==> src/rtl/plru_victim_sel_pkg.sv <==
// Shared tree-PLRU definitions.
//   plru_dir_t     : direction stored in a node bit (which subtree holds the victim)
//   plru_node_idx  : heap index of the node visited at a given level on the path to a way
package plru_victim_sel_pkg;

    typedef enum logic {
        LOWER = 1'b0,
        UPPER = 1'b1
    } plru_dir_t;

    // Heap order: level l starts at node (2^l - 1); the offset within the
    // level is the way index with its (ww - l) low bits dropped.
    function automatic int plru_node_idx(input int level, input int way, input int ww);
        return ((1 << level) - 1) + (way >> (ww - level));
    endfunction

endpackage

==> src/rtl/plru_victim_sel_if.sv <==
// Controller <-> PLRU unit bundle.
//   master: cache control FSM (drives requests and touches, receives victim)
//   slave : plru_victim_sel
interface plru_victim_sel_if #(
    parameter int WAYS = 4,
    parameter int SETS = 8
);
    localparam int IW = $clog2(SETS);
    localparam int WW = $clog2(WAYS);

    logic            victim_req;
    logic [IW-1:0]   victim_set;
    logic [WAYS-1:0] valid_vec;
    logic [WAYS-1:0] lock_vec;
    logic            victim_ack;
    logic [WW-1:0]   victim_way;
    logic            victim_none;
    logic            touch;
    logic [IW-1:0]   touch_set;
    logic [WW-1:0]   touch_way;

    modport master (
        output victim_req, victim_set, valid_vec, lock_vec,
        output touch, touch_set, touch_way,
        input  victim_ack, victim_way, victim_none
    );

    modport slave (
        input  victim_req, victim_set, valid_vec, lock_vec,
        input  touch, touch_set, touch_way,
        output victim_ack, victim_way, victim_none
    );
endinterface

==> src/rtl/plru_victim_sel_tree_walk.sv <==
// plru_tree_walk: combinational lock-aware walk of one set's PLRU tree.
//   node_bits : WAYS-1 node bits, heap order
//   lock      : ways excluded from replacement
//   way       : selected way (0 when none)
//   none      : every way locked
module plru_tree_walk
    import plru_victim_sel_pkg::*;
#(
    parameter int WAYS = 4,
    localparam int WW  = $clog2(WAYS)
) (
    input  logic [WAYS-2:0] node_bits,
    input  logic [WAYS-1:0] lock,
    output logic [WW-1:0]   way,
    output logic            none
);

    int        idx;
    logic      lo_lk;
    logic      hi_lk;
    plru_dir_t dir;

    always_comb begin
        idx   = 0;
        lo_lk = 1'b1;
        hi_lk = 1'b1;
        dir   = LOWER;
        for (int l = 0; l < WW; l++) begin
            // Children of the current node cover way groups 2*idx and
            // 2*idx+1 at granularity 2^(WW-1-l).
            lo_lk = 1'b1;
            hi_lk = 1'b1;
            for (int j = 0; j < WAYS; j++) begin
                if ((j >> (WW - 1 - l)) == 2 * idx)     lo_lk = lo_lk & lock[j];
                if ((j >> (WW - 1 - l)) == 2 * idx + 1) hi_lk = hi_lk & lock[j];
            end
            dir = LOWER;
            for (int n = 0; n < WAYS - 1; n++)
                if (n == (1 << l) - 1 + idx) dir = plru_dir_t'(node_bits[n]);
            // Steer away from a fully locked subtree.
            if (dir == LOWER && lo_lk)      dir = UPPER;
            else if (dir == UPPER && hi_lk) dir = LOWER;
            idx = 2 * idx + ((dir == UPPER) ? 1 : 0);
        end
        none = &lock;
        way  = none ? '0 : WW'(idx);
    end

endmodule

==> src/rtl/plru_victim_sel.sv <==
// plru_victim_sel: per-set tree pseudo-LRU state and registered victim select.
//   clk, rst_n : clock, async active-low reset
//   bus        : slave side of plru_victim_sel_if (victim request/result, touch)
// Victim priority: lowest free (invalid and unlocked) way, else lock-aware
// tree walk, else victim_none. A same-cycle touch to the requested set is
// folded into the lookup.
module plru_victim_sel
    import plru_victim_sel_pkg::*;
#(
    parameter int WAYS = 4,
    parameter int SETS = 8,
    localparam int IW  = $clog2(SETS),
    localparam int WW  = $clog2(WAYS)
) (
    input  logic              clk,
    input  logic              rst_n,
    plru_victim_sel_if.slave  bus
);

    logic [SETS-1:0][WAYS-2:0] node_q, node_d;
    logic                      ack_q, ack_d;
    logic [WW-1:0]             way_q, way_d;
    logic                      none_q, none_d;

    logic [WAYS-2:0] touched;
    logic [WAYS-2:0] lookup_bits;
    logic [WAYS-1:0] free_vec;
    logic [WW-1:0]   free_way;
    logic [WW-1:0]   walk_way;
    logic            walk_none;

    // Post-touch node bits for touch_set: path nodes point away from touch_way.
    always_comb begin
        touched = node_q[bus.touch_set];
        for (int n = 0; n < WAYS - 1; n++)
            for (int l = 0; l < WW; l++)
                if (plru_node_idx(l, int'(bus.touch_way), WW) == n)
                    touched[n] = ~bus.touch_way[WW-1-l];
    end

    always_comb begin
        node_d = node_q;
        if (bus.touch) node_d[bus.touch_set] = touched;
    end

    assign lookup_bits = (bus.touch && bus.touch_set == bus.victim_set)
                       ? touched : node_q[bus.victim_set];

    assign free_vec = ~bus.valid_vec & ~bus.lock_vec;

    always_comb begin
        free_way = '0;
        for (int j = WAYS - 1; j >= 0; j--)
            if (free_vec[j]) free_way = WW'(j);
    end

    plru_tree_walk #(.WAYS(WAYS)) u_walk (
        .node_bits (lookup_bits),
        .lock      (bus.lock_vec),
        .way       (walk_way),
        .none      (walk_none)
    );

    always_comb begin
        ack_d  = bus.victim_req;
        way_d  = way_q;
        none_d = none_q;
        if (bus.victim_req) begin
            if (|free_vec) begin
                way_d  = free_way;
                none_d = 1'b0;
            end else begin
                way_d  = walk_way;
                none_d = walk_none;
            end
        end
    end

    always_ff @(posedge clk or negedge rst_n) begin
        if (!rst_n) begin
            node_q <= '0;
            ack_q  <= 1'b0;
            way_q  <= '0;
            none_q <= 1'b0;
        end else begin
            node_q <= node_d;
            ack_q  <= ack_d;
            way_q  <= way_d;
            none_q <= none_d;
        end
    end

    assign bus.victim_ack  = ack_q;
    assign bus.victim_way  = way_q;
    assign bus.victim_none = none_q;

endmodule
==> src/flat_wrapper.sv <==
// flat-port wrapper written by rule: the top's interface ports become plain ports
module plru_victim_sel_flat import plru_victim_sel_pkg::*;
#(
    parameter int WAYS = 4,
    parameter int SETS = 8,
    localparam int IW  = $clog2(SETS),
    localparam int WW  = $clog2(WAYS)
)
  (clk, rst_n, bus_victim_req, bus_victim_set, bus_valid_vec, bus_lock_vec, bus_touch, bus_touch_set, bus_touch_way, bus_victim_ack, bus_victim_way, bus_victim_none);
  plru_victim_sel_if #(.WAYS(WAYS), .SETS(SETS)) bus_i ();
  input  logic clk;
  input  logic rst_n;
  input wire logic [$bits(bus_i.victim_req)-1:0] bus_victim_req;
  input wire logic [$bits(bus_i.victim_set)-1:0] bus_victim_set;
  input wire logic [$bits(bus_i.valid_vec)-1:0] bus_valid_vec;
  input wire logic [$bits(bus_i.lock_vec)-1:0] bus_lock_vec;
  input wire logic [$bits(bus_i.touch)-1:0] bus_touch;
  input wire logic [$bits(bus_i.touch_set)-1:0] bus_touch_set;
  input wire logic [$bits(bus_i.touch_way)-1:0] bus_touch_way;
  output wire logic [$bits(bus_i.victim_ack)-1:0] bus_victim_ack;
  output wire logic [$bits(bus_i.victim_way)-1:0] bus_victim_way;
  output wire logic [$bits(bus_i.victim_none)-1:0] bus_victim_none;
  assign bus_i.victim_req = bus_victim_req;
  assign bus_i.victim_set = bus_victim_set;
  assign bus_i.valid_vec = bus_valid_vec;
  assign bus_i.lock_vec = bus_lock_vec;
  assign bus_i.touch = bus_touch;
  assign bus_i.touch_set = bus_touch_set;
  assign bus_i.touch_way = bus_touch_way;
  assign bus_victim_ack = bus_i.victim_ack;
  assign bus_victim_way = bus_i.victim_way;
  assign bus_victim_none = bus_i.victim_none;
  plru_victim_sel #(.WAYS(WAYS), .SETS(SETS)) u_core (.clk(clk), .rst_n(rst_n), .bus(bus_i));
endmodule
==> config.mk <==
export PLATFORM = sky130hd
export DESIGN_NAME = plru_victim_sel_flat
export DESIGN_NICKNAME = d
export VERILOG_FILES = /design/src/rtl/plru_victim_sel_pkg.sv /design/src/rtl/plru_victim_sel_if.sv /design/src/rtl/plru_victim_sel_tree_walk.sv /design/src/rtl/plru_victim_sel.sv /design/src/flat_wrapper.sv
export SDC_FILE = /design/constraint.sdc
export NUM_CORES = 1
export LEC_CHECK = 0
export ABC_AREA = 1
export CAP_MARGIN = 20
export CORE_MARGIN = 3
export CORE_UTILIZATION = 60
export CTS_BUF_LIST = sky130_fd_sc_hd__clkbuf_2 sky130_fd_sc_hd__clkbuf_4 sky130_fd_sc_hd__clkbuf_8
export DETAILED_ROUTE_END_ITERATION = 7
export GPL_TIMING_DRIVEN = 0
export PLACE_DENSITY = 0.9
export SLEW_MARGIN = 25
export SYNTH_ARGS = -nofsm -noshare
export SYNTH_HDL_FRONTEND = slang
export SYNTH_SLANG_ARGS = --single-unit
export TNS_END_PERCENT = 5
==> constraint.sdc <==
create_clock -name clk -period 3.64 [get_ports clk]
set_input_delay 0.728 -clock clk [delete_from_list [all_inputs] [get_ports clk]]
set_output_delay 0.728 -clock clk [all_outputs]
set_load 0.05 [all_outputs]
==> impl_metrics.csv <==
group,metric,value,unit
worst_setup_path,cp.arrival,1.51,ns
worst_setup_path,critPathCaptureType,"output port",
detailed_routing,top_layer_used,"met4",
power,power_switching,0.000280,W
yosys,synth.most_common_cell,"nand2_1",
timing,timing.fmax,446,MHz
detailed_routing,drc,0,
floorplanning,dieWidth,59.9,µm
yosys,synth_common_cells,"89 x nand2_1, 31 x o21ai_0, 28 x dfrtp_1, 28 x nand3_1, 26 x inv_1",
floorplanning,die_area,3580,µm²
clock_network,cts_made_buffers,3,
yosys,postSynthCellCount,255,
clock_network,cts.htree.levels,1,
power,pwr-share-seq,0.505,
yosys,netlist_top_cells_area,"dfrtp_1 40%, nand2_1 19%, o21ai_0 8.9%, nand3_1 8.1%, inv_1 5.6%",
detailed_routing,num_vias,1725,
detailed_routing,drt_wl_total,4170,µm
timing,rsz0062_at_grt,"false",
job,max-cap-violations,0,
detailed_routing,dr_wl_met3,378,µm
floorplanning,floorplan.initialDensity,0.666,
clock_network,cts_tree,"done",
yosys,synthArstFlopShare,1.00,
timing,finalSetupViolations,0,
clock_network,insertion_delay,0.33,ns
clock_network,clock_sink_count,28,
timing,fin_skew,0.00658,ns
timing,min_period_over_period,0.616,
timing,fin_tns_setup,0,ns
timing,period_needed,2.24,ns
yosys,synth_fp_nets,275,
global_route,grt_pass1_vias,1533,
yosys,syn-cell-area,1740,µm²
detailed_routing,dr_wl_met2,1850,µm
run_status,outcome,"finished, final reports clean",
floorplanning,num_rows,18,
detailed_routing,vias_per_cell,5.56,
place,io_buffers,21,
cells_and_area,nets,301,
worst_setup_path,slowest_stage,"clkdlybuf4s50_1",
power,combinationalPowerShare,0.306,
worst_setup_path,cp_data_required_time,2.91,ns
power,p_leak,1.02,nW
power,powerDensity,400,nW/µm²
yosys,netlist-cell-type-count,26,
yosys,synth.largest_area_cell,"dfrtp_1",
yosys,yosysSeqAreaShare,0.403,
place,dp_hpwl,3070,µm
clock_network,cts_setup_buffers,0,
yosys,syn_avg_cell_area,6.83,µm²
detailed_routing,drt_iter0_markers,114,
clock_network,cts_buffer_depth,2,
detailed_routing,first_pass_iters,7,
timing,drv_slew,0,
global_route,grt-ovfl-total,0,
worst_setup_path,crit_family,"buffers and inverters",
cells_and_area,syn_to_final_growth,16.0,%
power,peakVddDrop,0.329,mV
timing,tightestPinTransition,0.615,ns
worst_setup_path,path_cells,"clkdlybuf4s50_1",
yosys,yosys.area.top_type_share,0.403,
timing,maxSlewHeadroom,0.590,
power,clock_power_share,0.189,
cells_and_area,final_cells,310,
worst_setup_path,critPathKind,"flop to output port",
floorplanning,die_h,59.9,µm
floorplanning,pin_count,24,
cells_and_area,diodes,0,
cells_and_area,drive_gt1_frac,0.0964,
global_route,grt_pass1_wl,6840,µm
power,sw_frac_of_total,0.347,
global_route,grt_max_degree,29,
global_route,antenna_found_initial,0,
place,gp_congestion,0.937,
clock_network,cts_root_buf,"clkbuf_4",
hold_path,hp-class,"primary input to asynchronous set/reset pin",
worst_setup_path,r2r-end,"u_core.bus.victim_way[0]",
worst_setup_path,slowest_delay,0.81,ns
worst_setup_path,rrSetupSlack,2.24,ns
timing,hold_viol_final,0,
detailed_routing,avgRoutedWirePerCell,13.5,µm
clock_network,ctsResizeCount,0,
yosys,ys_seq_elements,28,
power,p_int,0.000527,W
clock_network,clkTransAtPathRegs,0.15,ns
yosys,yosys_warnings,0,
detailed_routing,ant_nets,0,
place,dp_cells,306,
yosys,synth_flop_cell,"dfrtp_1",
floorplanning,core,2610,µm²
yosys,synth_edf_count,0,
worst_setup_path,rr_startpoint,"u_core.node_q[2]",
worst_setup_path,cp.buffers_inverters,1,
worst_setup_path,crit_path_start_kind,"flop",
detailed_routing,drt-met1-wl,1860,µm
clock_network,holdBufCountCts,0,
global_route,track_usage,0.255,
worst_setup_path,cp_max_fo,2,
worst_setup_path,r2r_cells,7,
stage by stage:
step | hold WS, ns | utilization | setup WS (ns) | power, W | cell area [µm²]
finish | 0.378 | 0.773 | 1.40 | 0.000807 | 2020
global route | 0.413 | 0.773 | 1.33 | 0.000859 | 2020
CTS | 0.411 | 0.773 | 1.39 | 0.000805 | 2020
detailed placement | 0.476 | 0.759 | 1.19 | 0.000656 | 1980
global placement | 0.463 | 0.761 | 1.21 | 0.000649 | 1990
floorplan | 0.432 | - | 1.86 | 0.000573 | 1740
power groups by stage:
stage          Sequential, W  Clock (W)  Combinational, W
3_5_place_dp        0.000412          0          0.000244
4_1_cts             0.000406   0.000154          0.000245
3_3_place_gp        0.000411          0          0.000237
2_1_floorplan       0.000417          0          0.000156
5_1_grt             0.000415   0.000165          0.000278
6_report            0.000407   0.000153          0.000247
cells by family after synthesis:
logic type      count (synthesis)  synth area share
compound gates                 45             0.139
simple gates                  144             0.362
flops                          28             0.403
buf+inv                        38            0.0963
placed cells by master, fill, tap and decap left out:
cell / count
nand3b_1: 1
inv_1: 26
clkbuf_4: 3
nand2_1: 89
buf_6: 2
inv_4: 2
a21oi_2: 1
a21oi_1: 7
o21ai_2: 1
nand3_1: 28
clkinv_1: 1
o22ai_1: 1
buf_4: 1
inv_2: 4
dfrtp_1: 28
or2_1: 1
buf_2: 2
clkbuf_1: 1
nor2_1: 14
a31oi_1: 1
nor3_4: 1
o211ai_1: 3
nor2_2: 3
nor3_1: 1
nand3_2: 3
o21ai_0: 31
clkdlybuf4s50_1: 20
nand2_2: 3
clkbuf_8: 1
state kept, by name, summed over array words and instances (netlist names):
register	cells
u_core.node_q	24
u_core.bus.victim_way	2
u_core.bus.victim_ack	1
u_core.bus.victim_none	1
layout make-up:
cell class | instances | area, µm²
plain buffers | 5 | 38.8
repair buffers | 21 | 205
inverters | 33 | 129
multi-input cells | 189 | 872
fillers | 196 | 593
well taps | 30 | 37.5
flip-flops and latches | 28 | 701
clock buffers | 4 | 36.3
routing by layer:
layer | vias to the layer above | GRT usage
met2 | 88 | 0.414
met5 | - | 0
met3 | 11 | 0.0410
met1 | 757 | 0.345
li1 | 869 | -
met4 | 0 | 0.0854
worst max-delay path by stage:
stage	cells after the start	end	slack [ns]	startpoint
2_1_floorplan	12	u_core.bus.victim_way[0]	1.86	bus_victim_set[1]
3_3_place_gp	12	u_core.bus.victim_way[0]	1.21	bus_touch_set[0]
3_5_place_dp	12	u_core.bus.victim_way[0]	1.19	bus_touch_set[0]
4_1_cts	1	bus_victim_none	1.39	u_core.bus.victim_none
5_1_grt	1	bus_victim_none	1.33	u_core.bus.victim_none
6_report	1	bus_victim_none	1.40	u_core.bus.victim_none
Power figures use the tool's default switching activity.
==> patch, RTL diff (same settings) <==
`SETS` is set to 8 in 3 places; all go to 4.
--- a/src/rtl/plru_victim_sel_if.sv
+++ b/src/rtl/plru_victim_sel_if.sv
@@ -4,5 +4,5 @@
 interface plru_victim_sel_if #(
     parameter int WAYS = 4,
-    parameter int SETS = 8
+    parameter int SETS = 4
 );
     localparam int IW = $clog2(SETS);
--- a/src/rtl/plru_victim_sel.sv
+++ b/src/rtl/plru_victim_sel.sv
@@ -9,5 +9,5 @@
 #(
     parameter int WAYS = 4,
-    parameter int SETS = 8,
+    parameter int SETS = 4,
     localparam int IW  = $clog2(SETS),
     localparam int WW  = $clog2(WAYS)
--- a/src/flat_wrapper.sv
+++ b/src/flat_wrapper.sv
@@ -3,5 +3,5 @@
 #(
     parameter int WAYS = 4,
-    parameter int SETS = 8,
+    parameter int SETS = 4,
     localparam int IW  = $clog2(SETS),
     localparam int WW  = $clog2(WAYS)
Ports: changed (resized bus_touch_set and bus_victim_set); port bits go from 24 to 22. No check against the original RTL was run, so the function may have changed too.
==> patch against the unedited design <==
  * Register-to-register slack improved by 120 ps
  * Total power down 40%
  * First-iteration DRC count decreased by 61%
  * Clock power shrank 40%
  * Wire length down 37%
  * Area after synthesis shrank 38%
  * Sequential cell count fell by 12
  * Design area is 34% lower
  * Setup slack gained 44 ps
  * Critical endpoint unchanged
==> patch: results (changes against the unedited design) <==
INFO  metric placedCellCount = 201 (-34%)
INFO  metric synth_cell_type_count = 22 (-15%)
INFO  metric fill_cells = 109 (-44%)
INFO  metric pre_cts_slack = 1320 ps (+124 ps)
INFO  metric detailed_place_hpwl = 2.05 mm (-33%)
INFO  metric drt-initial-drc-count = 45 (-61%)
INFO  metric clock_pin_slew_on_the_worst_setup_and_hold_paths = 80 ps (-70 ps)
INFO  metric fraction_of_final_layout_cells_sized_beyond_drive_strength_1 = 0.106 (+0.00913)
INFO  metric grt_first_pass_wirelength = 4.57 mm (-33%)
INFO  metric number_of_flip_flops_under_the_largest_register_name = 12 (-50%)
INFO  metric route.vias.total = 1118 (-35%)
INFO  metric post_synth_most_frequent_cells = sky130_fd_sc_hd__nand2_1 (57), sky130_fd_sc_hd__nand3_1 (19), sky130_fd_sc_hd__o21ai_0 (17)
INFO  metric p_leak = 0.000659 uW (-36%)
INFO  metric drt-wirelength-per-cell = 12.8 um (-4.6%)
INFO  metric syn-num-nets = 175 (-36%)
INFO  metric power_switching_share = 0.354 (+0.00678)
INFO  metric placed_area = 1310 um^2 (-34%)
INFO  metric ys_seq_area_frac = 0.372 (-0.0305)
INFO  metric slew-limit-headroom = 0.526 (-0.0644)
INFO  metric switchingPower = 170 uW (-39%)
INFO  metric final.setup_skew = 8.32 ps (+1.74 ps)
INFO  metric cts.repair_timing.setup_buffer_count = 0 (unchanged)
INFO  metric number_of_optimization_iterations_in_the_first_detailed_route_pass = 4 (-3)
INFO  metric clkLatencyLatePin = 290 ps (-40 ps)
INFO  metric syn-instance-count = 157 (-38%)
INFO  metric worst_voltage_drop_across_the_vdd_grid = 0.330 mV (+0.28%)
INFO  metric pin_count_of_the_biggest_net_entering_global_routing = 17 (-41%)
INFO  metric power.share.combinational = 0.343 (+0.037)
INFO  metric outcome = finished clean
INFO  metric vias_per_cell = 5.48 (-1.5%)
INFO  metric globalplace.congestion = 0.887 (-5.4%)
INFO  metric synthFlopType = sky130_fd_sc_hd__dfrtp_1
INFO  metric netlist_top_cells_area = sky130_fd_sc_hd__dfrtp_1 (37%), sky130_fd_sc_hd__nand2_1 (20%), sky130_fd_sc_hd__nand3_1 (8.8%), sky130_fd_sc_hd__o21ai_0 (7.9%), sky130_fd_sc_hd__inv_1 (5.2%)
INFO  metric place.port_buffers = 20 (-4.8%)
INFO  metric critical_path.slowest_cell = sky130_fd_sc_hd__clkdlybuf4s50_1
## patch: changes by cell type in the layout (fill, tap and decap cells not counted), sizes merged, moves of 3 or more
cell / change
dfrtp: -12
nand3: -8
a21oi: -5
buf: -3
o21ai: -15
nor2: -7
nand2: -32
inv: -15
## patch: final timing paths
kind | start | to | slack (ps) | cells past startpoint
max | u_core.bus.victim_none$_DFFE_PN0P_ | bus_victim_none | 1440 | 1
min reg2reg | u_core.node_q[3]$_DFFE_PN0P_ | u_core.node_q[3]$_DFFE_PN0P_ | 500 | 2
max reg2reg | u_core.node_q[1]$_DFFE_PN0P_ | u_core.bus.victim_way[0]$_DFFE_PN0P_ | 2360 | 10
max in group asynchronous | rst_n | u_core.node_q[5]$_DFFE_PN0P_ | 2330 | 1
min | u_core.node_q[3]$_DFFE_PN0P_ | u_core.node_q[3]$_DFFE_PN0P_ | 500 | 2
min in group asynchronous | rst_n | u_core.node_q[10]$_DFFE_PN0P_ | 850 | 1
## patch: per-layer routing
layer / up-vias / wire, um / global-route usage
li1: 562 / - / -
met1: 517 / 1150 / 0.308
met2: 34 / 1290 / 0.413
met3: 5 / 155 / 0.0491
met4: 0 / 23 / 0.0900
met5: - / 0 / 0
## patch: area by class of cell
| type | instances | area, um^2 | area share |
|---|---|---|---|
| buffer | 2 | 18.8 | 0.0141 |
| sequential | 16 | 400 | 0.301 |
| multi-input combinational | 122 | 588 | 0.443 |
| timing repair buffer | 20 | 200 | 0.151 |
| inverter | 17 | 68.8 | 0.0518 |
| clock buffer | 3 | 22.5 | 0.0169 |
| tap | 24 | 30.0 | 0.0226 |
## patch: cell families after synthesis
family                 count (synthesis)  synth area share
AO/OA/AOI/OAI                         25             0.141
AND/OR/NAND/NOR                       97             0.406
flip-flops                            16             0.372
buffers and inverters                 19            0.0814
